===== config.mk =====
export PLATFORM = sky130hd
export DESIGN_NAME = jt51_timer_ctrl
export DESIGN_NICKNAME = d
export VERILOG_FILES = /design/src/rtl/jt51_timer_ctrl.sv
export SDC_FILE = /design/constraint.sdc
export NUM_CORES = 1
export LEC_CHECK = 0
export BUFFER_PORTS_ARGS = -buffer_cell sky130_fd_sc_hd__buf_2
export CORE_MARGIN = 2
export CORE_UTILIZATION = 51
export DETAILED_ROUTE_END_ITERATION = 12
export GPL_ROUTABILITY_DRIVEN = 0
export PLACE_DENSITY = 0.87
export SKIP_LAST_GASP = 1
export SLEW_MARGIN = 20
export SYNTH_ARGS = -nofsm -noshare
export SYNTH_HDL_FRONTEND = slang
export SYNTH_SLANG_ARGS = --single-unit

===== constraint.sdc =====
create_clock -name clk -period 2.2 [get_ports clk]
set_input_delay 0.11 -clock clk [delete_from_list [all_inputs] [get_ports clk]]
set_output_delay 0.11 -clock clk [all_outputs]
set_load 0.02 [all_outputs]

===== src/rtl/jt51_timer_ctrl.sv =====
// ----------------------------------------------------------------------------
// jt51_timer_ctrl
// CPU-side register front end for the JT51 timer pair.
//  - Decodes YM2151 bus writes (a0=0 address port, a0=1 data port).
//  - Holds timer A/B preload values, run/load levels and IRQ enables.
//  - Produces one-clk flag-clear pulses and a one-clk up_wr per data write.
//  - Keeps a busy counter (ticks on cen) after every data write.
//  - Returns status {busy,5'b0,flag_B,flag_A} on dout every clk.
// Optional feature macro: JT51_CSM_EN
//  When defined, bit 7 of register 0x14 arms CSM and csm_kon pulses once on
//  every rising edge of (overflow_A & csm). When undefined, csm_kon is 0.
// ----------------------------------------------------------------------------
module jt51_timer_ctrl #(
    parameter int BUSY_CYCLES = 32,
    parameter int BUSY_W      = 8
) (
    input  logic        clk,
    input  logic        rst,
    input  logic        cen,
    input  logic        cs_n,
    input  logic        wr_n,
    input  logic        a0,
    input  logic [7:0]  din,
    output logic [7:0]  dout,
    input  logic        flag_A,
    input  logic        flag_B,
    input  logic        overflow_A,
    output logic [9:0]  value_A,
    output logic [7:0]  value_B,
    output logic        load_A,
    output logic        load_B,
    output logic        clr_flag_A,
    output logic        clr_flag_B,
    output logic        enable_irq_A,
    output logic        enable_irq_B,
    output logic [7:0]  up_addr,
    output logic [7:0]  up_data,
    output logic        up_wr,
    output logic        csm_kon
);

    localparam logic [BUSY_W-1:0] BUSY_LOAD = BUSY_W'(BUSY_CYCLES);
    localparam logic [BUSY_W-1:0] BUSY_ONE  = {{(BUSY_W-1){1'b0}}, 1'b1};
    localparam logic [BUSY_W-1:0] BUSY_ZERO = {BUSY_W{1'b0}};

    logic              we_s;
    logic              we_r;
    logic              we_dly_r;
    logic              a0_r;
    logic [7:0]        din_r;
    logic              wr_edge_s;
    logic              addr_wr_s;
    logic              data_wr_s;
    logic [BUSY_W-1:0] busy_cnt_r;
    logic              busy_s;

`ifdef JT51_CSM_EN
    logic              csm_r;
    logic              csm_last_r;
    logic              csm_trig_s;
`else
    logic              unused_csm_s;
`endif

    assign we_s = ~cs_n & ~wr_n;

    // Strobe edge detection and address/data-port qualification
    always_comb begin
        wr_edge_s = we_r & ~we_dly_r;
        addr_wr_s = 1'b0;
        data_wr_s = 1'b0;
        if (wr_edge_s) begin
            addr_wr_s = ~a0_r;
            data_wr_s = a0_r;
        end else begin
            addr_wr_s = 1'b0;
            data_wr_s = 1'b0;
        end
    end

    // Register the bus strobe together with the port select and data it carried
    always_ff @(posedge clk or posedge rst) begin
        if (rst) begin
            we_r     <= 1'b0;
            we_dly_r <= 1'b0;
            a0_r     <= 1'b0;
            din_r    <= 8'h00;
        end else begin
            we_r     <= we_s;
            we_dly_r <= we_r;
            a0_r     <= a0;
            din_r    <= din;
        end
    end

    // Address latch, data forwarding and timer register decode
    always_ff @(posedge clk or posedge rst) begin
        if (rst) begin
            up_addr      <= 8'h00;
            up_data      <= 8'h00;
            up_wr        <= 1'b0;
            value_A      <= 10'h000;
            value_B      <= 8'h00;
            load_A       <= 1'b0;
            load_B       <= 1'b0;
            enable_irq_A <= 1'b0;
            enable_irq_B <= 1'b0;
            clr_flag_A   <= 1'b0;
            clr_flag_B   <= 1'b0;
`ifdef JT51_CSM_EN
            csm_r        <= 1'b0;
`endif
        end else begin
            // pulses last exactly one clk unless re-fired below
            up_wr      <= 1'b0;
            clr_flag_A <= 1'b0;
            clr_flag_B <= 1'b0;
            if (addr_wr_s) begin
                up_addr <= din_r;
            end else if (data_wr_s) begin
                up_data <= din_r;
                up_wr   <= 1'b1;
                // decode uses the address latched by an earlier address write
                case (up_addr)
                    8'h10: value_A[9:2] <= din_r;
                    8'h11: value_A[1:0] <= din_r[1:0];
                    8'h12: value_B      <= din_r;
                    8'h14: begin
                        load_A       <= din_r[0];
                        load_B       <= din_r[1];
                        enable_irq_A <= din_r[2];
                        enable_irq_B <= din_r[3];
                        clr_flag_A   <= din_r[4];
                        clr_flag_B   <= din_r[5];
`ifdef JT51_CSM_EN
                        csm_r        <= din_r[7];
`endif
                    end
                    default: begin
                        // other registers belong to the rest of the core
                    end
                endcase
            end
        end
    end

    // Busy counter: reload on every data write (retrigger), count down on cen
    always_ff @(posedge clk or posedge rst) begin
        if (rst) begin
            busy_cnt_r <= BUSY_ZERO;
        end else if (data_wr_s) begin
            busy_cnt_r <= BUSY_LOAD;
        end else if (cen && (busy_cnt_r != BUSY_ZERO)) begin
            busy_cnt_r <= busy_cnt_r - BUSY_ONE;
        end
    end

    assign busy_s = (busy_cnt_r != BUSY_ZERO);

    // Status read port, refreshed every clk regardless of chip select
    always_ff @(posedge clk or posedge rst) begin
        if (rst) begin
            dout <= 8'h00;
        end else begin
            dout <= {busy_s, 5'b00000, flag_B, flag_A};
        end
    end

`ifdef JT51_CSM_EN
    assign csm_trig_s = overflow_A & csm_r;

    // CSM key-on: one pulse per rising edge of the armed overflow level
    always_ff @(posedge clk or posedge rst) begin
        if (rst) begin
            csm_last_r <= 1'b0;
            csm_kon    <= 1'b0;
        end else begin
            csm_last_r <= csm_trig_s;
            csm_kon    <= csm_trig_s & ~csm_last_r;
        end
    end
`else
    // overflow_A has no consumer when CSM is compiled out
    assign unused_csm_s = overflow_A;

    // CSM compiled out: key-on output held low
    always_ff @(posedge clk or posedge rst) begin
        if (rst) begin
            csm_kon <= 1'b0;
        end else begin
            csm_kon <= 1'b0;
        end
    end
`endif

endmodule


==> impl_metrics.tcl, run 1 <==
set metrics [dict create \
    clk_latency_ps 330 \
    placed_area_mm2 0.00279 \
    critPathKind "register to register" \
    synth_cells 180 \
    die_w_um 73.0 \
    met3_usage_pct 8.01 \
    rows 25 \
    switching_share_pct 29.0 \
    fillers 333 \
    cts_tree "built" \
    grt.total_usage_pct 20.8 \
    fmax_mhz 541 \
    power_frac_seq_pct 47.4 \
    post-route-util_pct 67.3 \
    grt_util_met2_pct 33.1 \
    io_pins 67 \
    cp.required_ps 2410 \
    ant_nets 0 \
    setup_violations 0 \
    clockBufferDepth 2 \
    first_pass_iters 4 \
    cts-htree-levels 3 \
    holdCritPathClass "input port to register" \
    postCtsSetupBuffers 0 \
    yosysSeqAreaShare_pct 64.9 \
    finalInstanceArea_mm2 0.00314 \
    dp_hpwl_um 3320 \
    fin_worst_skew_ps 7.59 \
    worst_path_max_delay_cell "nor4b_2" \
    rsz0062_at_grt "false" \
    core_mm2 0.00466 \
    syn_avg_cell_area_um2 13.5 \
    synth_seq_cells 63 \
    clock_sinks 63 \
    busiest_layer "met2" \
    dp_cells 294 \
    power_frac_clock_pct 32.7 \
    drv_cap 0 \
    path_buf_inv 0 \
    root_buffer "clkbuf_8" \
    grt_pass1_wl_um 8140 \
    die_area_mm2 0.00533 \
    powerDensity_mw_per_mm2 988 \
    r2r_slack_ps 350 \
    post_synth_num_cell_types 32 \
    intPower_w 0.00220 \
    final_common_cell "dfrtp_1" \
    switchingPower_w 0.000897 \
    antenna_cells 0 \
    drt_wl_total_um 4900 \
    worstMarginPinSlew_ps 688 \
    endpoint_kind "register" \
    nNetsFinal 283 \
    place.port_buffers 59 \
    hold_viol_final 0 \
    vias 1659 \
    globalRouteOverflowTotal 0 \
    path_clk_slew_ps 70 \
    path_cells "nor4b_2, nand4_2, mux2_2" \
    use_met1_pct 25.5 \
    slew_violations 0 \
    layoutNonFillerInstCount 324 \
    synth_edf_count 0 \
    slowest_delay_ps 510 \
    wl_per_cell_um 15.1 \
    grt_antenna_before_repair 0 \
    status "finished, final reports clean" \
    total_power_w 0.00310 \
    cp_data_arrival_time_ps 2060 \
    pwr-share-comb_pct 19.9 \
    viasPerCell 5.12 \
    synth_area_mm2 0.00243 \
    fin_crit_ps 1850 \
    drive_above_1_share_pct 43.7 \
    layout_common_cells "dfrtp_1, buf_2, mux2_2" \
    vdd_drop_max_mv 0.707 \
    die_y_um 73.0 \
    timing.slew.headroom_pct 53.9 \
    fin_crit_sh_pct 84.0 \
    synthFlopType "dfrtp_1" \
    grt_max_degree 31 \
    leakage_nw 1.67 \
    fin_setup_tns_ps 0 \
    syn2layout_area_growth_pct 29.2 \
    cp_top_family "simple AND/OR/NAND/NOR gates" \
    yosysWarnings 0 \
    initial_utilization_pct 52.1 \
    cts-buffers-inserted 9 \
    start_kind "register" \
    drc_errors 0 \
    drt-initial-drc-count 105 \
    grt_pass1_vias 1696 \
    async_flop_share_pct 100 \
    cp_max_fo 8 \
]
## flip-flops by register name (all words and copies together) (netlist names), 3 cells and up
register / count
busy_cnt_r: 8
value_B: 8
up_data: 8
up_addr: 8
dout: 3
value_A: 10
din_r: 8
## worst register-to-register path, cell delays in order, from the launching register on
cell,delay [ps]
dfrtp_1,400
nor4b_2,510
nand4_2,420
mux2_2,400
## cells in the mapped netlist, types with 2 or more instances
cell type / number / area, um2
a21oi_1: 4 / 20.0
buf_4: 6 / 45.0
dfrtp_1: 63 / 1580
inv_1: 6 / 22.5
mux2_2: 31 / 349
mux2i_1: 2 / 20.0
nand2_1: 27 / 101
nand4b_1: 2 / 17.5
nor2_1: 5 / 18.8
nor3_1: 2 / 10.0
nor3b_1: 3 / 22.5
o21ai_0: 5 / 25.0
or4_1: 5 / 37.5
## metrics by stage
| stage | setup WS [ps] | hold WS (ps) |
|---|---|---|
| finish | 352 | 178 |
| global route | 157 | 219 |
| CTS | 337 | 167 |
| detailed placement | 340 | 108 |
| global placement | 377 | 108 |
| floorplan | 520 | 141 |
## layer usage
layer / up-vias / share of wire, %
met2: 53 / 49
met4: 0 / 1.7
met5: - / 0
met3: 8 / 6.7
met1: 814 / 42
li1: 784 / -
## power by group through the flow
stage / Sequential (W) / Clock (W) / Combinational [W]
finish: 0.00147 / 0.00101 / 0.000617
global route: 0.00149 / 0.00109 / 0.000694
CTS: 0.00147 / 0.00104 / 0.000626
detailed placement: 0.00149 / 0 / 0.000605
global placement: 0.00147 / 0 / 0.000586
floorplan: 0.00156 / 0 / 0.000328
## final cells by class
cell class                      instances  area, um2  share of cell area [%]
Clock inverter                          3       40.0                    1.28
Inverter                                7       26.3                   0.838
Multi-Input combinational cell        107        792                    25.2
Tap cell                               54       67.6                    2.15
Timing Repair Buffer                   77        465                    14.8
Sequential cell                        63       1580                    50.3
Clock buffer                           13        169                    5.38
## what timing repair did
| item | 4_1_cts | 5_1_grt |
|---|---|---|
| resized for setup | 0 | 0 |
| hold endpoints to repair | 27 | 0 |
| hold buffers | 14 | 0 |
## final timing paths
kind,cells past startpoint,endpoint,start
worst max register to register,3,value_B[6],up_addr[5]
worst min-delay path,4,busy_cnt_r[2],cen
min in group asynchronous,3,up_data[5],rst
max in group asynchronous,4,value_A[6],rst
worst max-delay path,3,value_B[6],up_addr[5]
worst min register to register,0,we_dly_r,we_r
## cells by family after synthesis
group	share of synthesized area, %
flip-flops	64.9
AND/OR/NAND/NOR	12.7
multiplexers	15.2
buffers and inverters	3.25
AO/OA/AOI/OAI	3.30
adder cells (fa/ha/maj)	0.515
other	0.154
No activity file was read; power rests on OpenSTA's default activity.
==> run 2: changes to the inputs <==
- ABC_AREA: default -> 1
- CORE_UTILIZATION: 51 -> 47
- PLACE_DENSITY: 0.87 -> 0.84
- clock period: 2.2 -> 1.7 ns (I/O delays scaled with it)
==> run 2 against run 1 <==
Effect of this change: worst hold slack better by 5.9 ps; global-route usage shrank 1.9 points; final cell count up 23%; die area up 13%; clock-buffer cell count grew 3; maximum frequency grew 28%; highest routed layer unchanged; combinational power rose by 55%; power grew 28%; critical endpoint is now busy_cnt_r[1].
==> impl_metrics.tcl, run 2 <==
set metrics [dict create \
    synthFlopType "dfrtp_1" \
    start_kind "register" \
    pwr-share-comb_pct 24.1 \
    core_mm2 0.00517 \
    syn_avg_cell_area_um2 10.5 \
    syn2layout_area_growth_pct 26.2 \
    whs_ps 184 \
    async_flop_share_pct 100 \
    place.port_buffers 59 \
    yosysWarnings 0 \
    grt_antenna_before_repair 0 \
    dp_hpwl_um 3510 \
    io_pins 67 \
    drc_errors 0 \
    layout_common_cells "dfrtp_1, buf_2, nand2_1" \
    fmax_mhz 693 \
    setup_violations 0 \
    largest_register_ffs 10 \
    cp_data_arrival_time_ps 1690 \
    drt-initial-drc-count 77 \
    drive_above_1_share_pct 32.5 \
    vias 1920 \
    yosysSeqAreaShare_pct 61.9 \
    synth_top_area_share_pct 61.9 \
    netlist.top_cell.by_area "dfrtp_1" \
    slew_violations 0 \
    postCtsSetupBuffers 0 \
    leakage_nw 1.70 \
    grt_pass1_wl_um 8810 \
    min_delay_worst_endpoint "busy_cnt_r[3]" \
    switching_share_pct 32.5 \
    path_clk_slew_ps 70 \
    root_buffer "clkbuf_8" \
    status "finished, final reports clean" \
    fin_worst_skew_ps 8.79 \
    wl_met1_um 2160 \
    fillers 434 \
    pre_cts_slack_ps 285 \
    hold_viol_final 0 \
    first_pass_iters 4 \
    cp.required_ps 1940 \
    viasPerCell 4.81 \
    drv_cap 0 \
    ys_top_cells_by_area "dfrtp_1, nand2_1, o21ai_2" \
    min_from "cen" \
    r2r_cells 6 \
    critPathKind "register to register" \
    rsz0062_at_grt "false" \
    switchingPower_w 0.00129 \
    ant_nets 0 \
    cts-htree-levels 3 \
    cp_max_fo 5 \
    antenna_cells 0 \
    fin_setup_tns_ps 0 \
    holdCritPathClass "input port to register" \
    clockBufferDepth 2 \
    synth_seq_cells 63 \
    endpoint_kind "register" \
    post_synth_num_cell_types 27 \
    route.met3.wl_um 321 \
    rows 26 \
    fin_crit_sh_pct 84.9 \
    nNetsFinal 342 \
    wl_per_cell_um 13.0 \
    grt_pass1_vias 1898 \
    final_common_cell "dfrtp_1" \
    clk_latency_ps 330 \
    initial_utilization_pct 49.2 \
    reg2reg_to "busy_cnt_r[1]" \
    powerDensity_mw_per_mm2 1240 \
    hold_depth 5 \
    drt_wl_total_um 5190 \
    clock_sinks 63 \
    vdd_drop_max_mv 0.538 \
    synth_area_mm2 0.00255 \
    synth_cells 243 \
    die_y_um 77.6 \
    power_frac_clock_pct 28.3 \
    power_frac_seq_pct 47.6 \
    yosysMostFrequentCell "dfrtp_1" \
    die_w_um 77.6 \
    fin_ws_ps 257 \
    r2r_slack_ps 260 \
    fin_crit_ps 1440 \
    intPower_w 0.00268 \
    r2r_start "busy_cnt_r[0]" \
    ys_top_cells_by_count "dfrtp_1, nand2_1, o21ai_0" \
    worstMarginPinSlew_ps 728 \
    wl_met2_um 2610 \
    cts-buffers-inserted 9 \
    die_area_mm2 0.00602 \
    timing.slew.headroom_pct 51.4 \
    cts_tree "built" \
    top_layer "met4" \
    globalRouteOverflowTotal 0 \
    grt.total_usage_pct 19.0 \
    grt_max_degree 35 \
    synth_edf_count 0 \
    top_register "value_A" \
]
## run 2: per-layer routing
layer,global-route usage (%),up-vias
li1,-,934
met1,22.8,916
met2,31.4,61
met3,6.16,9
met4,7.68,0
met5,0,-
## run 2: worst max-delay path by stage
stage                    endpoint  depth (start not counted)     startpoint
floorplan                    a0_r                          1            rst
global placement    busy_cnt_r[7]                          8  busy_cnt_r[0]
detailed placement  busy_cnt_r[1]                          6  busy_cnt_r[0]
CTS                 busy_cnt_r[6]                          8  busy_cnt_r[0]
global route        busy_cnt_r[7]                          8  busy_cnt_r[0]
finish              busy_cnt_r[1]                          6  busy_cnt_r[0]
## run 2: per-stage QoR
stage / total power (W) / util (%) / area, um2 / cells
floorplan: 0.00257 / - / 2560 / 248
global placement: 0.00280 / 56.1 / 2900 / 369
detailed placement: 0.00285 / 56.1 / 2900 / 369
CTS: 0.00400 / 62.1 / 3210 / 399
global route: 0.00420 / 62.1 / 3210 / 399
finish: 0.00397 / 62.1 / 3210 / 399
## run 2: cell families (layout without fill, tap and decap cells)
group | count (synthesis) | in the layout | synth area share (%)
AND/OR/NAND/NOR | 98 | 98 | 19.1
flip-flops | 63 | 63 | 61.9
AO/OA/AOI/OAI | 43 | 43 | 10.8
buffers and inverters | 34 | 115 | 6.53
XOR/XNOR | 3 | 3 | 1.03
adder cells (fa/ha/maj) | 1 | 1 | 0.491
other | 1 | 6 | 0.147
## run 2: final cells by class
type                       instances  area [um2]  share of cell area (%)
multi-input combinational        151         822                    25.6
clock buffer                      16         170                    5.30
sequential                        63        1580                    49.1
timing repair buffer              76         470                    14.6
inverter                          23        86.3                    2.69
tap                               70        87.6                    2.73
## run 2: what timing repair did
| item | CTS | global route |
|---|---|---|
| resized for setup | 0 | 0 |
| hold buffers | 14 | 0 |
| hold endpoints to repair | 44 | 0 |
| setup endpoints to repair | 0 | 0 |
## run 2: critical path, cell delays in order, from the launching register on
cell	delay (ps)
dfrtp_1	360
inv_1	130
ha_1	250
nand3_1	150
nor2_4	170
o21ai_1	120
o21ai_0	190
## run 2: power by group through the flow
stage                     Combinational (W)  Clock [W]  Sequential (W)
final                              0.000958    0.00112         0.00189
after global routing                0.00107    0.00121         0.00192
after CTS                          0.000966    0.00115         0.00189
after detailed placement           0.000939          0         0.00191
after global placement             0.000896          0         0.00190
after floorplan                    0.000527          0         0.00204
==> run 3: changes to the inputs <==
- clock period: 1.7 -> 1.3 ns (I/O delays scaled with it)
==> run 3 against run 2 <==
Effect of this change: sequential power is 30% higher; routed wire length is 11% higher; clock skew is 2.4 ps lower; flip-flop and latch count stayed put; first-iteration DRC count is 100% higher; sequential share of layout area is 4.6 points lower; the run now ends with setup timing left; setup slack worse by 310 ps; clock-buffer cell count is 2 lower; non-clock buffer count is 16 higher.
==> impl_metrics.tcl, run 3 (synthesis gave the netlist of run 2 again) <==
set metrics [dict create \
    post-route-util_pct 68.7 \
    pwr-share-comb_pct 28.8 \
    io_pins 67 \
    drt-initial-drc-count 155 \
    clk_latency_ps 330 \
    r2r_slack_ps -50 \
    fillers 390 \
    die_w_um 77.6 \
    final_common_cell "dfrtp_1" \
    r2r_start "up_addr[7]" \
    dp_hpwl_um 3500 \
    grt_max_degree 64 \
    critPathKind "register to register" \
    status "finished with violations" \
    total_power_w 0.00570 \
    largest_register_ffs 10 \
    die_y_um 77.6 \
    r2r_cells 7 \
    cp_top_family "simple AND/OR/NAND/NOR gates" \
    grt.total_usage_pct 20.7 \
    initial_utilization_pct 49.2 \
    cts-buffers-inserted 9 \
    ant_nets 0 \
    switchingPower_w 0.00189 \
    worst_path_max_delay_cell "dfrtp_2" \
    whs_ps 263 \
    vdd_drop_max_mv 0.859 \
    wl_per_cell_um 13.7 \
    leakage_nw 1.80 \
    clockBufferDepth 2 \
    dp_cells 377 \
    grt_pass1_wl_um 9420 \
    layoutNonFillerInstCount 418 \
    switching_share_pct 33.2 \
    hold_viol_final 0 \
    vias 2035 \
    rows 26 \
    root_buffer "clkbuf_8" \
    fmax_mhz 741 \
    fin_crit_ps 1350 \
    holdCritPathClass "input port to register" \
    clock_sinks 63 \
    cp.required_ps 1510 \
    antenna_cells 0 \
    globalRouteOverflowTotal 0 \
    violations "setup timing" \
    path_buf_inv 1 \
    min_from "cen" \
    drv_cap 0 \
    power_frac_clock_pct 28.1 \
    cts_tree "built" \
    drive_above_1_share_pct 44.0 \
    drt_wl_total_um 5740 \
    endpoint_kind "register" \
    cp_max_fo 8 \
    layout_common_cells "dfrtp_1, buf_2, nand2_1" \
    syn2layout_area_growth_pct 39.7 \
    multiInputGateArea_mm2 0.00100 \
    viasPerCell 4.87 \
    powerDensity_mw_per_mm2 1600 \
    cp_data_arrival_time_ps 1560 \
    fin_crit_sh_pct 104 \
    top_register "value_A" \
    slew_violations 0 \
    reg2reg_to "value_A[7]" \
    nNetsFinal 361 \
    seqCellArea_mm2 0.00158 \
    hold_depth 5 \
    start_kind "register" \
    rsz0062_at_grt "true" \
    fin_worst_skew_ps 6.44 \
    core_mm2 0.00517 \
    slowest_delay_ps 400 \
    intPower_w 0.00381 \
    setup_violations 24 \
    fin_setup_tns_ps -772 \
    grt_antenna_before_repair 0 \
    cts-htree-levels 3 \
    path_clk_slew_ps 70 \
    grt_pass1_vias 1953 \
    drc_errors 0 \
    die_area_mm2 0.00602 \
    first_pass_iters 4 \
    min_delay_worst_endpoint "busy_cnt_r[3]" \
    place.port_buffers 59 \
    path_cells "nor2_1, nand3b_1, nor2_4, buf_6, nand2_8, nand2_2, o21ai_2" \
    fin_ws_ps -48.7 \
    power_frac_seq_pct 43.1 \
]
-- run 3: through the flow --
stage	worst slack [ps]	instance area, um2
final	-48.7	3560
after global routing	-116	3560
after CTS	-5.13	3490
after detailed placement	-75.2	2970
after global placement	-11.3	2970
after floorplan	-2.02	2570
-- run 3: worst max path at each step --
stage	start	endpoint	slack (ps)	cells after the start
global route	up_addr[7]	load_A	-120	6
CTS	up_addr[7]	value_B[3]	-5	7
finish	up_addr[7]	value_A[7]	-50	7
detailed placement	busy_cnt_r[1]	busy_cnt_r[5]	-80	8
global placement	busy_cnt_r[1]	busy_cnt_r[5]	-10	8
floorplan	up_addr[7]	value_A[2]	-2	7
-- run 3: layout make-up --
cell class / count / area share (%)
sequential: 63 / 44.4
multi-input combinational: 154 / 28.3
timing repair buffer: 92 / 16.8
clock buffer: 14 / 5.14
inverter: 23 / 2.53
tap: 70 / 2.46
clock inverter: 2 / 0.352
-- run 3: power by group through the flow --
stage                     logic, W  clock network (W)  registers, W
after CTS                  0.00159            0.00164       0.00244
after global routing       0.00181            0.00171       0.00249
after floorplan           0.000690                  0       0.00267
final                      0.00164            0.00160       0.00245
after detailed placement   0.00137                  0       0.00247
after global placement     0.00131                  0       0.00246
-- run 3: routing by layer --
layer,vias up,track usage [%],routed length [um]
met4,0,8.93,82
met1,995,24.8,2450
met2,50,35.0,2980
met3,9,5.58,226
met5,-,0,0
li1,981,-,-
-- run 3: worst register-to-register path, cell delays in order (launching register included) --
cell	delay (ps)
dfrtp_2	400
nor2_1	100
nand3b_1	160
nor2_4	210
buf_6	140
nand2_8	90
nand2_2	80
o21ai_2	50
-- run 3: timing repair --
action,in CTS,in global routing
gates cloned,3,0
endpoints found under the setup margin,27,30
gates resized for setup,23,21
hold endpoints to repair,75,0
hold buffers,14,0
buffers inserted,7,1
pin swaps,4,16
